`src/rtl/shuffle_pkg.sv`:
```
// Shared definitions for the shuffle-stage nonce transfer (unloader and receiver).
// Latency: n/a (constants only).
// Backpressure: n/a.
//
// Contents: default nonce width shared with the unloader, and the encoding of
// the receiver's req/ack handshake FSM.
package shuffle_pkg;

  // Nonce bus width; the unloader and the receiver must agree on this.
  localparam int NONCE_WIDTH = 7;

  // Handshake FSM encoding. Two bits so a corrupted state has somewhere to
  // land that the FSM can recognise and recover from.
  localparam int ST_W = 2;
  localparam logic [ST_W-1:0] ST_IDLE = 2'd0;
  localparam logic [ST_W-1:0] ST_ACK  = 2'd1;

endpackage : shuffle_pkg

```
`src/rtl/shuffle_handshake_receiver_if.sv`:
```
// Bundle of the receiver's upstream req/ack nonce bus and downstream stream.
// Latency: n/a (wires only).
// Backpressure: carried by o_handshake_recv (upstream) and i_ready (downstream).
//
// Signals (named from the receiver's point of view):
//   i_data           nonce from upstream, stable while i_handshake=1
//   i_handshake      4-phase request from upstream
//   o_handshake_recv 4-phase acknowledge to upstream
//   o_data/o_valid   FIFO head nonce and non-empty flag
//   i_ready          downstream accept
//   o_count          current FIFO occupancy
//   o_received       running count of captured nonces (16 bit, wraps)
// Modports: slave = receiver, master = the environment driving it.
interface shuffle_handshake_receiver_if
  import shuffle_pkg::*;
#(
  parameter int nonce_width  = NONCE_WIDTH,
  parameter int buffer_depth = 4
);

  localparam int count_width = $clog2(buffer_depth) + 1;

  logic [nonce_width-1:0] i_data;
  logic                   i_handshake;
  logic                   o_handshake_recv;
  logic [nonce_width-1:0] o_data;
  logic                   o_valid;
  logic                   i_ready;
  logic [count_width-1:0] o_count;
  logic [15:0]            o_received;

  modport slave (
    input  i_data,
    input  i_handshake,
    input  i_ready,
    output o_handshake_recv,
    output o_data,
    output o_valid,
    output o_count,
    output o_received
  );

  modport master (
    output i_data,
    output i_handshake,
    output i_ready,
    input  o_handshake_recv,
    input  o_data,
    input  o_valid,
    input  o_count,
    input  o_received
  );

endinterface : shuffle_handshake_receiver_if

```
`src/rtl/shuffle_nonce_fifo.sv`:
```
// Register-based first-word-fall-through FIFO for received nonces.
// Latency: push visible on dout/count the cycle after the push edge.
// Backpressure: push ignored when full, pop ignored when empty; caller gates on full/empty.
//
// Ports: clk, rst (async, active-low), push/din write side, pop/dout read side,
//        count (occupancy 0..buffer_depth), full, empty.
// buffer_depth must be a power of two >= 2 so the pointers wrap naturally.
module shuffle_nonce_fifo
  import shuffle_pkg::*;
#(
  parameter int nonce_width  = NONCE_WIDTH,
  parameter int buffer_depth = 4
) (
  input  logic                          clk,
  input  logic                          rst,
  input  logic                          push,
  input  logic [nonce_width-1:0]        din,
  input  logic                          pop,
  output logic [nonce_width-1:0]        dout,
  output logic [$clog2(buffer_depth):0] count,
  output logic                          full,
  output logic                          empty
);

  localparam int AW = $clog2(buffer_depth);
  localparam logic [AW:0] DEPTH_C = AW'(buffer_depth) == '0 ? {1'b1, {AW{1'b0}}}
                                                            : (AW+1)'(buffer_depth);

  logic [nonce_width-1:0] mem [buffer_depth];
  logic [AW-1:0]          wr_ptr;
  logic [AW-1:0]          rd_ptr;
  logic [AW:0]            count_q;
  logic                   do_push;
  logic                   do_pop;

  assign full    = (count_q == DEPTH_C);
  assign empty   = (count_q == '0);
  assign do_push = push & ~full;
  assign do_pop  = pop & ~empty;

  // Storage is reset too so the head reads as zero out of reset.
  always_ff @(posedge clk or negedge rst) begin
    if (!rst) begin
      for (int i = 0; i < buffer_depth; i++) begin
        mem[i] <= '0;
      end
      wr_ptr <= '0;
    end else if (do_push) begin
      mem[wr_ptr] <= din;
      wr_ptr      <= wr_ptr + 1'b1;
    end
  end

  always_ff @(posedge clk or negedge rst) begin
    if (!rst) begin
      rd_ptr <= '0;
    end else if (do_pop) begin
      rd_ptr <= rd_ptr + 1'b1;
    end
  end

  // Simultaneous push and pop leaves the occupancy unchanged.
  always_ff @(posedge clk or negedge rst) begin
    if (!rst) begin
      count_q <= '0;
    end else begin
      unique case ({do_push, do_pop})
        2'b10:   count_q <= count_q + 1'b1;
        2'b01:   count_q <= count_q - 1'b1;
        default: count_q <= count_q;
      endcase
    end
  end

  assign dout  = mem[rd_ptr];
  assign count = count_q;

endmodule : shuffle_nonce_fifo

```
`src/rtl/shuffle_handshake_receiver.sv`:
```
// Receive end of the shuffle nonce transfer: 4-phase req/ack in, FWFT valid/ready stream out.
// Latency: req rise -> ack rise and req fall -> ack fall are sync_stages+1 cycles each.
// Backpressure: a full FIFO holds ack low until a slot frees; downstream stalls via i_ready.
//
// Ports: clk, rst (async, active-low), bus (slave modport of
//        shuffle_handshake_receiver_if: upstream i_data/i_handshake/o_handshake_recv,
//        downstream o_data/o_valid/i_ready, status o_count/o_received).
// Upstream's req->ack path has a single register, so req is synchronised here.
module shuffle_handshake_receiver
  import shuffle_pkg::*;
#(
  parameter int nonce_width  = NONCE_WIDTH,
  parameter int buffer_depth = 4,
  parameter int sync_stages  = 1
) (
  input  logic                          clk,
  input  logic                          rst,
  shuffle_handshake_receiver_if.slave   bus
);

  localparam int CW = $clog2(buffer_depth) + 1;

  // ---------------------------------------------------------------------------
  // Request synchroniser
  // ---------------------------------------------------------------------------
  logic [sync_stages-1:0] sync_q;
  logic                   req_s;

  if (sync_stages == 1) begin : g_sync_one
    always_ff @(posedge clk or negedge rst) begin
      if (!rst) begin
        sync_q <= '0;
      end else begin
        sync_q <= bus.i_handshake;
      end
    end
  end else begin : g_sync_many
    always_ff @(posedge clk or negedge rst) begin
      if (!rst) begin
        sync_q <= '0;
      end else begin
        sync_q <= {sync_q[sync_stages-2:0], bus.i_handshake};
      end
    end
  end

  assign req_s = sync_q[sync_stages-1];

  // ---------------------------------------------------------------------------
  // Receive FIFO
  // ---------------------------------------------------------------------------
  logic                   push;
  logic                   pop;
  logic                   full;
  logic                   empty;
  logic [nonce_width-1:0] head;
  logic [CW-1:0]          count;

  // full is the registered occupancy, so a pop this cycle cannot make room
  // for a push in the same cycle.
  assign pop = bus.i_ready & ~empty;

  shuffle_nonce_fifo #(
    .nonce_width  (nonce_width),
    .buffer_depth (buffer_depth)
  ) u_fifo (
    .clk   (clk),
    .rst   (rst),
    .push  (push),
    .din   (bus.i_data),
    .pop   (pop),
    .dout  (head),
    .count (count),
    .full  (full),
    .empty (empty)
  );

  // ---------------------------------------------------------------------------
  // Handshake FSM
  // ---------------------------------------------------------------------------
  logic [ST_W-1:0] state_q;
  logic            ack_q;
  logic [15:0]     received_q;

  // Capture only from IDLE: once in ACK a held-high req cannot push again,
  // which gives exactly one capture per req rising phase. i_data is stable
  // here because upstream holds it until it has seen ack.
  assign push = (state_q == ST_IDLE) & req_s & ~full;

  always_ff @(posedge clk or negedge rst) begin
    if (!rst) begin
      state_q    <= ST_IDLE;
      ack_q      <= 1'b0;
      received_q <= '0;
    end else begin
      unique case (state_q)
        ST_IDLE: begin
          if (push) begin
            state_q    <= ST_ACK;
            ack_q      <= 1'b1;
            received_q <= received_q + 16'd1;
          end else begin
            ack_q      <= 1'b0;
          end
        end
        ST_ACK: begin
          if (!req_s) begin
            state_q <= ST_IDLE;
            ack_q   <= 1'b0;
          end else begin
            ack_q   <= 1'b1;
          end
        end
        default: begin
          state_q <= ST_IDLE;
          ack_q   <= 1'b0;
        end
      endcase
    end
  end

  // ---------------------------------------------------------------------------
  // Outputs
  // ---------------------------------------------------------------------------
  assign bus.o_handshake_recv = ack_q;
  assign bus.o_data           = head;
  assign bus.o_valid          = ~empty;
  assign bus.o_count          = count;
  assign bus.o_received       = received_q;

endmodule : shuffle_handshake_receiver

```
`src/flat_wrapper.sv`:
```
// flat-port wrapper written by rule: the top's interface ports become plain ports
module shuffle_handshake_receiver_flat import shuffle_pkg::*;
#(
  parameter int nonce_width  = NONCE_WIDTH,
  parameter int buffer_depth = 4,
  parameter int sync_stages  = 1
)
  (clk, rst, bus_i_data, bus_i_handshake, bus_i_ready, bus_o_handshake_recv, bus_o_data, bus_o_valid, bus_o_count, bus_o_received);
  shuffle_handshake_receiver_if #(.nonce_width(nonce_width), .buffer_depth(buffer_depth)) bus_i ();
  input  logic clk;
  input  logic rst;
  input wire logic [$bits(bus_i.i_data)-1:0] bus_i_data;
  input wire logic [$bits(bus_i.i_handshake)-1:0] bus_i_handshake;
  input wire logic [$bits(bus_i.i_ready)-1:0] bus_i_ready;
  output wire logic [$bits(bus_i.o_handshake_recv)-1:0] bus_o_handshake_recv;
  output wire logic [$bits(bus_i.o_data)-1:0] bus_o_data;
  output wire logic [$bits(bus_i.o_valid)-1:0] bus_o_valid;
  output wire logic [$bits(bus_i.o_count)-1:0] bus_o_count;
  output wire logic [$bits(bus_i.o_received)-1:0] bus_o_received;
  assign bus_i.i_data = bus_i_data;
  assign bus_i.i_handshake = bus_i_handshake;
  assign bus_i.i_ready = bus_i_ready;
  assign bus_o_handshake_recv = bus_i.o_handshake_recv;
  assign bus_o_data = bus_i.o_data;
  assign bus_o_valid = bus_i.o_valid;
  assign bus_o_count = bus_i.o_count;
  assign bus_o_received = bus_i.o_received;
  shuffle_handshake_receiver #(.nonce_width(nonce_width), .buffer_depth(buffer_depth), .sync_stages(sync_stages)) u_core (.clk(clk), .rst(rst), .bus(bus_i));
endmodule
```
`config.mk`:
```
export PLATFORM = sky130hd
export DESIGN_NAME = shuffle_handshake_receiver_flat
export DESIGN_NICKNAME = d
export VERILOG_FILES = /design/src/rtl/shuffle_pkg.sv /design/src/rtl/shuffle_handshake_receiver_if.sv /design/src/rtl/shuffle_nonce_fifo.sv /design/src/rtl/shuffle_handshake_receiver.sv /design/src/flat_wrapper.sv
export SDC_FILE = /design/constraint.sdc
export NUM_CORES = 1
export LEC_CHECK = 0
export CORE_MARGIN = 2
export CORE_UTILIZATION = 34
export DETAILED_ROUTE_END_ITERATION = 10
export SLEW_MARGIN = 20
export SYNTH_ARGS = -nofsm -noshare
export SYNTH_HDL_FRONTEND = slang
export SYNTH_SLANG_ARGS = --single-unit
```
`constraint.sdc`:
```
create_clock -name clk -period 5.4 [get_ports clk]
set_clock_uncertainty 0.1 [all_clocks]
set_input_delay 1.08 -clock clk [delete_from_list [all_inputs] [get_ports clk]]
set_output_delay 1.08 -clock clk [all_outputs]
set_load 0.01 [all_outputs]
```
; Word-level counts from Yosys, hierarchy flattened
; Index checks and enable logic that the tools add are counted.
[totals]
ff_bits = 55
latchBits = 0
ramBits = 0
rom_bits = 0
out_inout_bits = 28
n_memories = 0
[classes]
n_addsub = 5
n_mul = 0
n_div = 0
n_lt_le_gt_ge = 3
eq_ne = 6
shifts = 0
n_mux = 13
bitwise = 9
reduce_logical = 6
[op_table]
columns = operator, n
row1 = $bwmux W28, 1
row2 = $mux W7, 3
row3 = $add A16 B1 Y16 const B, 1
row4 = $bmux W7 S2, 1
row5 = $demux W7 S2, 1
row6 = $ge A3 B3 Y1 const B, 2
row7 = $not A2 Y3, 2
row8 = $pmux W3 S2, 1
row9 = $and A1 B1 Y1, 5
row10 = $add A2 B1 Y2 const B, 2
row11 = $eq A2 B1 Y1 const B, 2
row12 = $mux W2, 2
row13 = $ne A2 B2 Y1 const B, 2
row14 = $pmux W2 S2, 1
row15 = $reduce_and A2 Y1, 2
row16 = $add A3 B1 Y3 const B, 1
row17 = $eq A3 B3 Y1 const B, 1
row18 = $logic_not A3 Y1, 1
row19 = $lt A3 B1 Y1 const B, 1
row20 = $sub A3 B1 Y3 const B, 1
row21 = $eq A2 B2 Y1 const B, 1
row22 = $logic_not A2 Y1, 1
row23 = $mux W1, 2
row24 = $not A1 Y1, 2
row25 = 3 further kinds, 3

; Depth between registers and ports, before layout
; Gate-level depths: netlist (run 1).
[logic_depth]
ltp_word = 6
ltp_mapped = 9

; By module
; A second synthesis (run 1) with hierarchy kept.
[unflattened]
hier_cells = 174
hier_area_um2 = 2451.1
[by_module_without_submodules]
columns = module, n_inst, cells_per_inst, area_per_inst_um2, seq_area_each_um2
row1 = shuffle_nonce_fifo, 1, 105, 1621.6, 875.8
row2 = shuffle_handshake_receiver, 1, 69, 829.5, 475.5

; Least setup slack after synthesis (run 1)
; No wires, ideal clock.
[synth_timing]
path_type = input -> register
start = in bus_i_ready
end = reg u_core.u_fifo.count_q[2], in the netlist u_core.u_fifo.count[2]
setup_time_ps = 79
arrival_time_ps = 2206
required_time_ps = 5221
path_slack_ps = 3015
cell_stages = 7
path_cell_list = and2_1 -> ha_1 -> inv_1 -> fa_1 -> xor2_1 -> nor2_1 -> xor2_1
[synth_between]
elab_chain_len = 4
word_cells_on_any_way = 6
[synth_lines]
columns = item, line
row1 = from (decl), flat_wrapper.sv:14  ; input wire logic [$bits(bus_i.i_ready)-1:0] bus_i_ready;
row2 = $and A1 B1 Y1 (*), shuffle_handshake_receiver.sv:61  ; assign pop = bus.i_ready & ~empty;
row3 = $and A1 B1 Y1 (*), shuffle_nonce_fifo.sv:39  ; assign do_pop = pop & ~empty;
row4 = $eq A2 B1 Y1 or $eq A2 B2 Y1 (tied branches), shuffle_nonce_fifo.sv:67  ; unique case ({do_push, do_pop})
row5 = $pmux W3 S2 or $reduce_bool A2 Y1 (tied branches), -
row6 = to (signal assigned), shuffle_nonce_fifo.sv:68  ; 2'b10: count_q <= count_q + 1'b1;
row7 = to (signal assigned), shuffle_nonce_fifo.sv:69  ; 2'b01: count_q <= count_q - 1'b1;
row8 = to (signal assigned), shuffle_nonce_fifo.sv:70  ; default: count_q <= count_q;
row9 = to (decl), shuffle_nonce_fifo.sv:32  ; logic [AW:0] count_q;
; Mark *: on every way between the ends. The rest lies on a longest branch, timed or not.
; A chain may end at the register's enable or synchronous reset.

; Final worst setup path (run 1)
[layout_timing]
start = reg u_core.u_fifo.rd_ptr[0]
end = out bus_o_data[0]
[layout_between]
elab_chain_len = 4
[layout_lines]
columns = item, line
row1 = from (decl), shuffle_nonce_fifo.sv:31  ; logic [AW-1:0] rd_ptr;
row2 = from (signal assigned), shuffle_nonce_fifo.sv:58  ; rd_ptr <= rd_ptr + 1'b1;
row3 = $not A2 Y3 (not written as such), shuffle_nonce_fifo.sv:75  ; assign dout = mem[rd_ptr];
row4 = $bmux W7 S2, shuffle_nonce_fifo.sv:75
row5 = $mux W7 (not written as such) (2 in series), shuffle_nonce_fifo.sv:75
row6 = to (decl), flat_wrapper.sv:16  ; output wire logic [$bits(bus_i.o_data)-1:0] bus_o_data;
; No other way between the ends. The select of a mux whose other input is x is not followed.

==> run summary, run 1 <==
In this run, synthesis produced a sequential element count of 54. The clock slew at the register clock pins of the worst setup and hold paths is about 0.09 ns. The worst-case IR drop observed on VDD is just over 0.0002 V. The number of inserted diodes is 0. TritonCTS built the clock tree. The die is around 89 µm tall. The largest total area in the synthesized netlist belongs to sky130_fd_sc_hd__dfrtp_1. After layout, the design draws a total of between 1.5 and 2 mW.

By area the synthesized netlist is led by sky130_fd_sc_hd__dfrtp_1, sky130_fd_sc_hd__mux2_2, sky130_fd_sc_hd__mux4_2. The post-cts gate resize count is 0. The maximum number of pins on one net before global-route repair is 55.

The initial core utilization came out at 35.5%. The number of instances in the synthesized netlist came out at 167. The post-synthesis net count is ~190. The number of hold violations in the final report is 0. The detailed router's first-iteration violation count came out at 44. The category of the critical setup timing path is reg -> out. The number of top-level pins came out at 39. Sequential cells were found to cover between 50% and 60% of the synthesized design area. The clock reaches the later pin of the worst-skew pair after 0.29 ns. For this run, the top clock speed supported by timing is 310 MHz. For the pin with the worst max-slew slack, the measured transition is around 0.7 ns. Wires add up to about 4.3 mm. The first global-routing pass estimated just over 7 mm of wire. After detailed routing, the number of vias per cell comes to 4.55. The total number of placement rows came out at 30.

The total via count after detailed routing is 1400. Headroom to the max-slew limit came out at between 50 and 60%. Of all nets on the critical path, the largest fanout is 9. Setup repair after global routing left no endpoint under its margin.

The number of detailed-route iterations in the first pass is 6. The mean instance size in the synthesized netlist came out at between 10 and 15 µm². The placed wire-length estimate is 3.02 mm. The relative area change from synthesis to final layout came out at 24.0%. The core outline area came out at 6870 µm².

The post-synth design cell area is approximately 2400 µm². Dividing the detail-routed wire length by the instance count gives 13.9 µm. The tree is rooted in a sky130_fd_sc_hd__clkbuf_8. The required arrival time at the worst endpoint came out at ~4.2 ns. The post-CTS setup buffer count is 0. In this run the worst hold path is classified as reg -> reg.

Across every metal layer, demand over resource in global routing totals between 10% and 20%. The kind of end point of the critical path is an output port. The period utilization came out at between 50% and 60%.

The proportion of netlist area held by the largest area contributor came out at 55.4%. The DRC violation count after routing is 0. The floorplan die area came out at between 7000 and 8000 µm². The commonest non-fill, non-tap cell in the layout is sky130_fd_sc_hd__dfrtp_1. In this run, CTS created clock tree buffers numbering 5.

The number of violations of the max-capacitance limit came out at 0. The final total negative setup slack is 0 ns. The number of antenna violations at the first check in global routing came out at 0. The number of global-route vias before repair is ~1500. In the layout the commonest cells are sky130_fd_sc_hd__dfrtp_1, sky130_fd_sc_hd__clkdlybuf4s50_1, sky130_fd_sc_hd__mux2_2, sky130_fd_sc_hd__xnor2_1. The arrival time reported for the critical path endpoint is between 2 and 2.5 ns. The proportion of layout cells with a drive suffix above 1 is 25.0%. No sink is reached through more buffers than the 2 on the longest clock path. The die is approximately 89 µm wide. The number of buffers added to fix hold violations after cts is 0. The H-tree was split into 2 levels. The number of warnings printed during yosys synthesis came out at 0. The count of nets left with antenna violations once routing finished came out at 0. The number of sinks on the clock net is 54. The run finished with clean final reports.

Dividing total power by cell area gives a power density of ~520 nW/µm². The total congestion overflow after global routing is 0. The minimum clock period came out at ~3.2 ns.

For this design the static power due to leakage is 1.31 nW. The fill cell instance count of the final layout came out at approximately 640. The number of setup violations in the final report came out at 0.

The placer's final routability congestion estimate came out at 0.775. The layout net count came out at 229. The count of buffers from port buffering is 38. The number of unique standard cell types used by synthesis is 30. The total count of max-transition violations in the final report came to 0.

The launching element type of the critical path is a register.
-- path summary, 6_finish.rpt --
path	startpoint	to	slack (ns)	depth (start not counted)
worst max-delay path	u_core.u_fifo.rd_ptr[0]$_DFFE_PN0P_	bus_o_data[0]	2.17	2
worst max register to register	u_core.u_fifo.count[0]$_DFFE_PN0P_	u_core.u_fifo.count[2]$_DFFE_PN0P_	2.94	9
worst min register to register	u_core.bus.o_received[15]$_DFFE_PN0P_	u_core.bus.o_received[15]$_DFFE_PN0P_	0.38	1
max in group asynchronous	rst	u_core.u_fifo.mem[4]$_DFFE_PN0P_	3.95	2
min in group asynchronous	rst	u_core.bus.o_received[3]$_DFFE_PN0P_	0.80	2
worst min-delay path	u_core.bus.o_received[15]$_DFFE_PN0P_	u_core.bus.o_received[15]$_DFFE_PN0P_	0.38	1
-- synth_stat cells --
cell                       instances
sky130_fd_sc_hd__nand2_1           9
sky130_fd_sc_hd__xor2_1            9
sky130_fd_sc_hd__mux2_2           28
sky130_fd_sc_hd__a21boi_0          2
sky130_fd_sc_hd__nor3b_4           1
sky130_fd_sc_hd__dfrtp_1          54
sky130_fd_sc_hd__and4_1            2
sky130_fd_sc_hd__nand2_4           4
sky130_fd_sc_hd__fa_1              1
sky130_fd_sc_hd__nand2b_1          1
sky130_fd_sc_hd__buf_1             1
sky130_fd_sc_hd__mux4_2            7
sky130_fd_sc_hd__and3_1            1
sky130_fd_sc_hd__nor3_1            2
sky130_fd_sc_hd__nand4_1           4
sky130_fd_sc_hd__nor2_1            3
sky130_fd_sc_hd__or3_1             1
sky130_fd_sc_hd__nand3b_1          1
sky130_fd_sc_hd__ha_1              6
sky130_fd_sc_hd__xnor2_1          12
sky130_fd_sc_hd__nor4b_2           1
sky130_fd_sc_hd__and2_1            1
sky130_fd_sc_hd__nor4_4            1
sky130_fd_sc_hd__inv_2             1
sky130_fd_sc_hd__nor2_8            1
sky130_fd_sc_hd__mux2i_1           1
sky130_fd_sc_hd__o21ai_0           1
sky130_fd_sc_hd__buf_2             1
sky130_fd_sc_hd__inv_1             6
sky130_fd_sc_hd__nand3_1           4
-- routing by layer --
metal	wire length (µm)	share of wire, %	vias up	global-route usage [%]
met5	0	0	-	0
met4	54	1.3	0	4.96
met3	147	3.4	2	2.61
met2	2060	48	24	19.0
met1	2020	47	701	17.1
li1	-	-	673	-
-- area by class of cell --
type / instances / area [µm²] / area share, %
timing repair buffer: 39 / 383 / 12.7
sequential: 54 / 1350 / 44.7
inverter: 7 / 26.3 / 0.869
tap: 96 / 120 / 3.97
clock inverter: 1 / 5.00 / 0.165
multi-input combinational: 104 / 1050 / 34.8
clock buffer: 7 / 86.3 / 2.85
-- flip-flops by register name, summed over array words and instances (netlist names) --
name and flops:
u_core.u_fifo.mem 28, u_core.bus.o_received 16, u_core.u_fifo.count 3, u_core.u_fifo.rd_ptr 2, u_core.u_fifo.wr_ptr 2, u_core.bus.o_handshake_recv 1, u_core.req_s 1, u_core.state_q 1
-- power breakdown --
| part | internal [mW] | total (mW) | switching (mW) |
|---|---|---|---|
| logic | 0.404 | 0.636 | 0.232 |
| clock network | 0.104 | 0.224 | 0.121 |
| registers | 0.562 | 0.699 | 0.137 |
| total | 1.07 | 1.56 | 0.489 |
-- cell families after synthesis --
logic type | share of synthesized area [%]
DFF | 55.4
and+or+nand+nor | 11.1
muxes | 19.8
xor gates and xnor gates | 7.54
buffers and inverters | 1.44
adders and majority gates | 3.90
AOI/OAI and AO/OA | 0.821
-- metrics by stage --
step / cells / util [%] / hold slack [ns] / worst slack, ns / cell area (µm²)
6_report: 308 / 44.0 / 0.376 / 2.17 / 3020
5_1_grt: 308 / 44.0 / 0.411 / 2.03 / 3020
4_1_cts: 308 / 44.0 / 0.389 / 2.10 / 3020
3_5_place_dp: 300 / 42.7 / 0.377 / 2.43 / 2930
3_3_place_gp: 300 / 42.7 / 0.364 / 2.46 / 2930
2_1_floorplan: 167 / - / 0.374 / 3.02 / 2440
-- worst max-delay path, cell delays in order, from the launching register on --
cell and delay (ns):
sky130_fd_sc_hd__dfrtp_1 0.69, sky130_fd_sc_hd__mux4_2 0.57, sky130_fd_sc_hd__clkdlybuf4s50_1 0.49
No activity file was read; power rests on OpenSTA's default activity.
==> run 2: changes to the inputs <==
==> constraint.sdc (replaced) <==
create_clock -name clk -period 2.7 [get_ports clk]
set_clock_uncertainty 0.1 [all_clocks]
set_input_delay 0.54 -clock clk [delete_from_list [all_inputs] [get_ports clk]]
set_output_delay 0.54 -clock clk [all_outputs]
set_load 0.01 [all_outputs]
==> run summary, run 2 (same netlist as run 1, synthesis figures left out) <==
For the pin with the worst max-slew slack, the measured transition is approximately 0.68 ns. The HPWL after detailed placement is 2.96 mm. The initial core utilization came out at a little over a third. The met2 capacity usage during global routing came out at 17.9%.

The DRC violation count after routing is 0. The critical path is of the reg -> out type. The region available for standard cell placement spans ~7000 µm². The power density relative to cell area came out at roughly 1100 nW/µm². The relative area change from synthesis to final layout is 25.4%.

The deepest level of the CTS H-tree is 2. For the finished layout, the period the worst path requires is approximately 2.5 ns. The floorplan die area came out at around 7900 µm². The per-cell via count in the routed design came out at around 4.6. The x dimension of the die is 88.7 µm. The tightest slew margin relative to the limit is a little over half. The number of setup violations in the final report came out at 0. The total count of max-transition violations in the final report is 0.

The required arrival time at the worst endpoint came out at around 2.1 ns. In this run the worst hold path is classified as in -> async. STA puts the critical path data arrival time at roughly 1.9 ns. The run finished with clean final reports. The post-CTS setup buffer count is 0. The count of buffers from port buffering came out at 38. The number of violations of the max-capacitance limit is 0. The final total negative setup slack came out at 0 ns. Row generation in the floorplan step produced 30 rows. The maximum number of pins on one net before global-route repair came out at 55.

The placer's final routability congestion estimate is 0.714. The number of antenna violations at the first check in global routing came out at 0. Once the clock tree was built, the resizer swapped 0 gates to a different size. The fill cell instance count of the final layout came out at slightly above 600. The design draws 3.24 mW.

The overall fraction of global-route tracks in use came out at ~12%. The wire length of the first global-routing pass is 7.25 mm. The average wire per standard cell is between 10 and 15 µm. The buffer depth of the longest clock path is 2. The total congestion overflow after global routing is 0. For this run, the post-layout net count is 230.

For met3 alone, demand over resource in global routing was around 3%. IR analysis of the VDD net gives a maximum drop of around 0.0004 V. The period utilization is 93.6%. u_core.u_fifo.mem holds more flip-flops than any other register.

Along the worst path, the maximum fanout reaches 7. The met1 usage is 17.5%. Clock tree synthesis found a total of between 50 and 60 sinks.

The number of top-level pins came out at 39. In this run the most used layer during global routing was met2. TritonCTS built the clock tree. The proportion of layout cells with a drive suffix above 1 is 24.9%. STA classifies the critical path endpoint as an output port. The number of flip-flops under the largest register name is 28. The first detailed-routing pass took 4 iterations. Setup repair after global routing left no endpoint under its margin. The worst hold-check slack is approximately 0.26 ns. The leakage power figure is ~1.3 nW.

The CTS buffer count came out at 5. In the layout the commonest cells are sky130_fd_sc_hd__dfrtp_1, sky130_fd_sc_hd__clkdlybuf4s50_1, sky130_fd_sc_hd__mux2_2, sky130_fd_sc_hd__xnor2_1. Once detail routing completed, the nets flagged for antenna violations numbered 0. STA classifies the critical path startpoint as a register.

The overall die height is 88.7 µm. The detailed-route wire length came out at ~4.3 mm. The most critical setup path has its startpoint at u_core.u_fifo.rd_ptr[0]$_DFFE_PN0P_. The later pin in the worst-skew pair is clocked with a latency of roughly 0.30 ns. Detailed routing inserted a total of between 1000 and 1500 vias. The number of buffers added to fix hold violations after cts came out at 0. The library cell used most frequently in the layout, excluding fill and tap cells, is sky130_fd_sc_hd__dfrtp_1.

After clock tree synthesis, the clock-pin slew on the worst setup and hold paths is roughly 0.090 ns. The detailed router's first-iteration violation count came out at 40. The worst reg2reg path startpoint is u_core.u_fifo.count[0]$_DFFE_PN0P_.

The tree is rooted in a sky130_fd_sc_hd__clkbuf_8. The number of global-route vias before repair came to ~1400. For this run, the top clock speed supported by timing is slightly below 400 MHz.

The number of hold violations in the final report is 0. The number of inserted diodes is 0.
==> run 2: cell types whose count changed in the layout (fill, tap and decap cells not counted) <==
cell,previous run,this run
sky130_fd_sc_hd__clkinv_2,1,0
sky130_fd_sc_hd__buf_12,0,1
sky130_fd_sc_hd__clkbuf_1,1,2
sky130_fd_sc_hd__clkbuf_8,6,5
sky130_fd_sc_hd__bufinv_16,0,1
==> run 2: final timing paths <==
check | to | slack [ns] | cells after the start
setup / recovery | bus_o_data[1] | 0.17 | 3
hold / removal | u_core.bus.o_received[5]$_DFFE_PN0P_ | 0.26 | 2
setup reg to reg | u_core.u_fifo.count[2]$_DFFE_PN0P_ | 0.27 | 9
hold reg to reg | u_core.bus.o_received[15]$_DFFE_PN0P_ | 0.38 | 1
max in group asynchronous | u_core.u_fifo.mem[18]$_DFFE_PN0P_ | 1.80 | 2
min in group clk | u_core.bus.o_received[15]$_DFFE_PN0P_ | 0.38 | 1
==> run 2: cell type report <==
class	count	area, µm²	area share [%]
Clock inverter	1	30.0	0.982
Multi-Input combinational cell	104	1050	34.4
Clock buffer	7	76.3	2.49
Inverter	7	26.3	0.859
Timing Repair Buffer	40	403	13.2
Sequential cell	54	1350	44.2
Tap cell	96	120	3.93
==> run 2: power by group <==
group	leakage, nW	switching (mW)	total (mW)	internal [mW]
clock network	0.0524	0.248	0.525	0.278
registers	0.659	0.239	1.36	1.12
logic	0.610	0.507	1.35	0.840
total	1.32	0.993	3.24	2.24
==> run 2: routing by layer <==
layer / wire length, µm / vias to the layer above
met1: 2090 / 711
met5: 0 / -
met2: 1940 / 22
li1: - / 680
met3: 182 / 4
met4: 53 / 0
==> run 2: per-stage QoR <==
stage	instances	utilization, %	setup slack, ns	cell area [µm²]
after global placement	301	43.0	0.354	2950
final	309	44.5	0.172	3060
after global routing	309	44.5	0.0868	3060
after detailed placement	301	43.0	0.248	2950
after CTS	309	44.5	0.143	3060
after floorplan	167	-	0.394	2440
==> run 2: worst max-delay path: stages (launching register included) <==
cell and delay (ns):
sky130_fd_sc_hd__dfrtp_1 0.43, sky130_fd_sc_hd__buf_12 0.16, sky130_fd_sc_hd__mux4_2 0.51, sky130_fd_sc_hd__clkdlybuf4s50_1 0.49
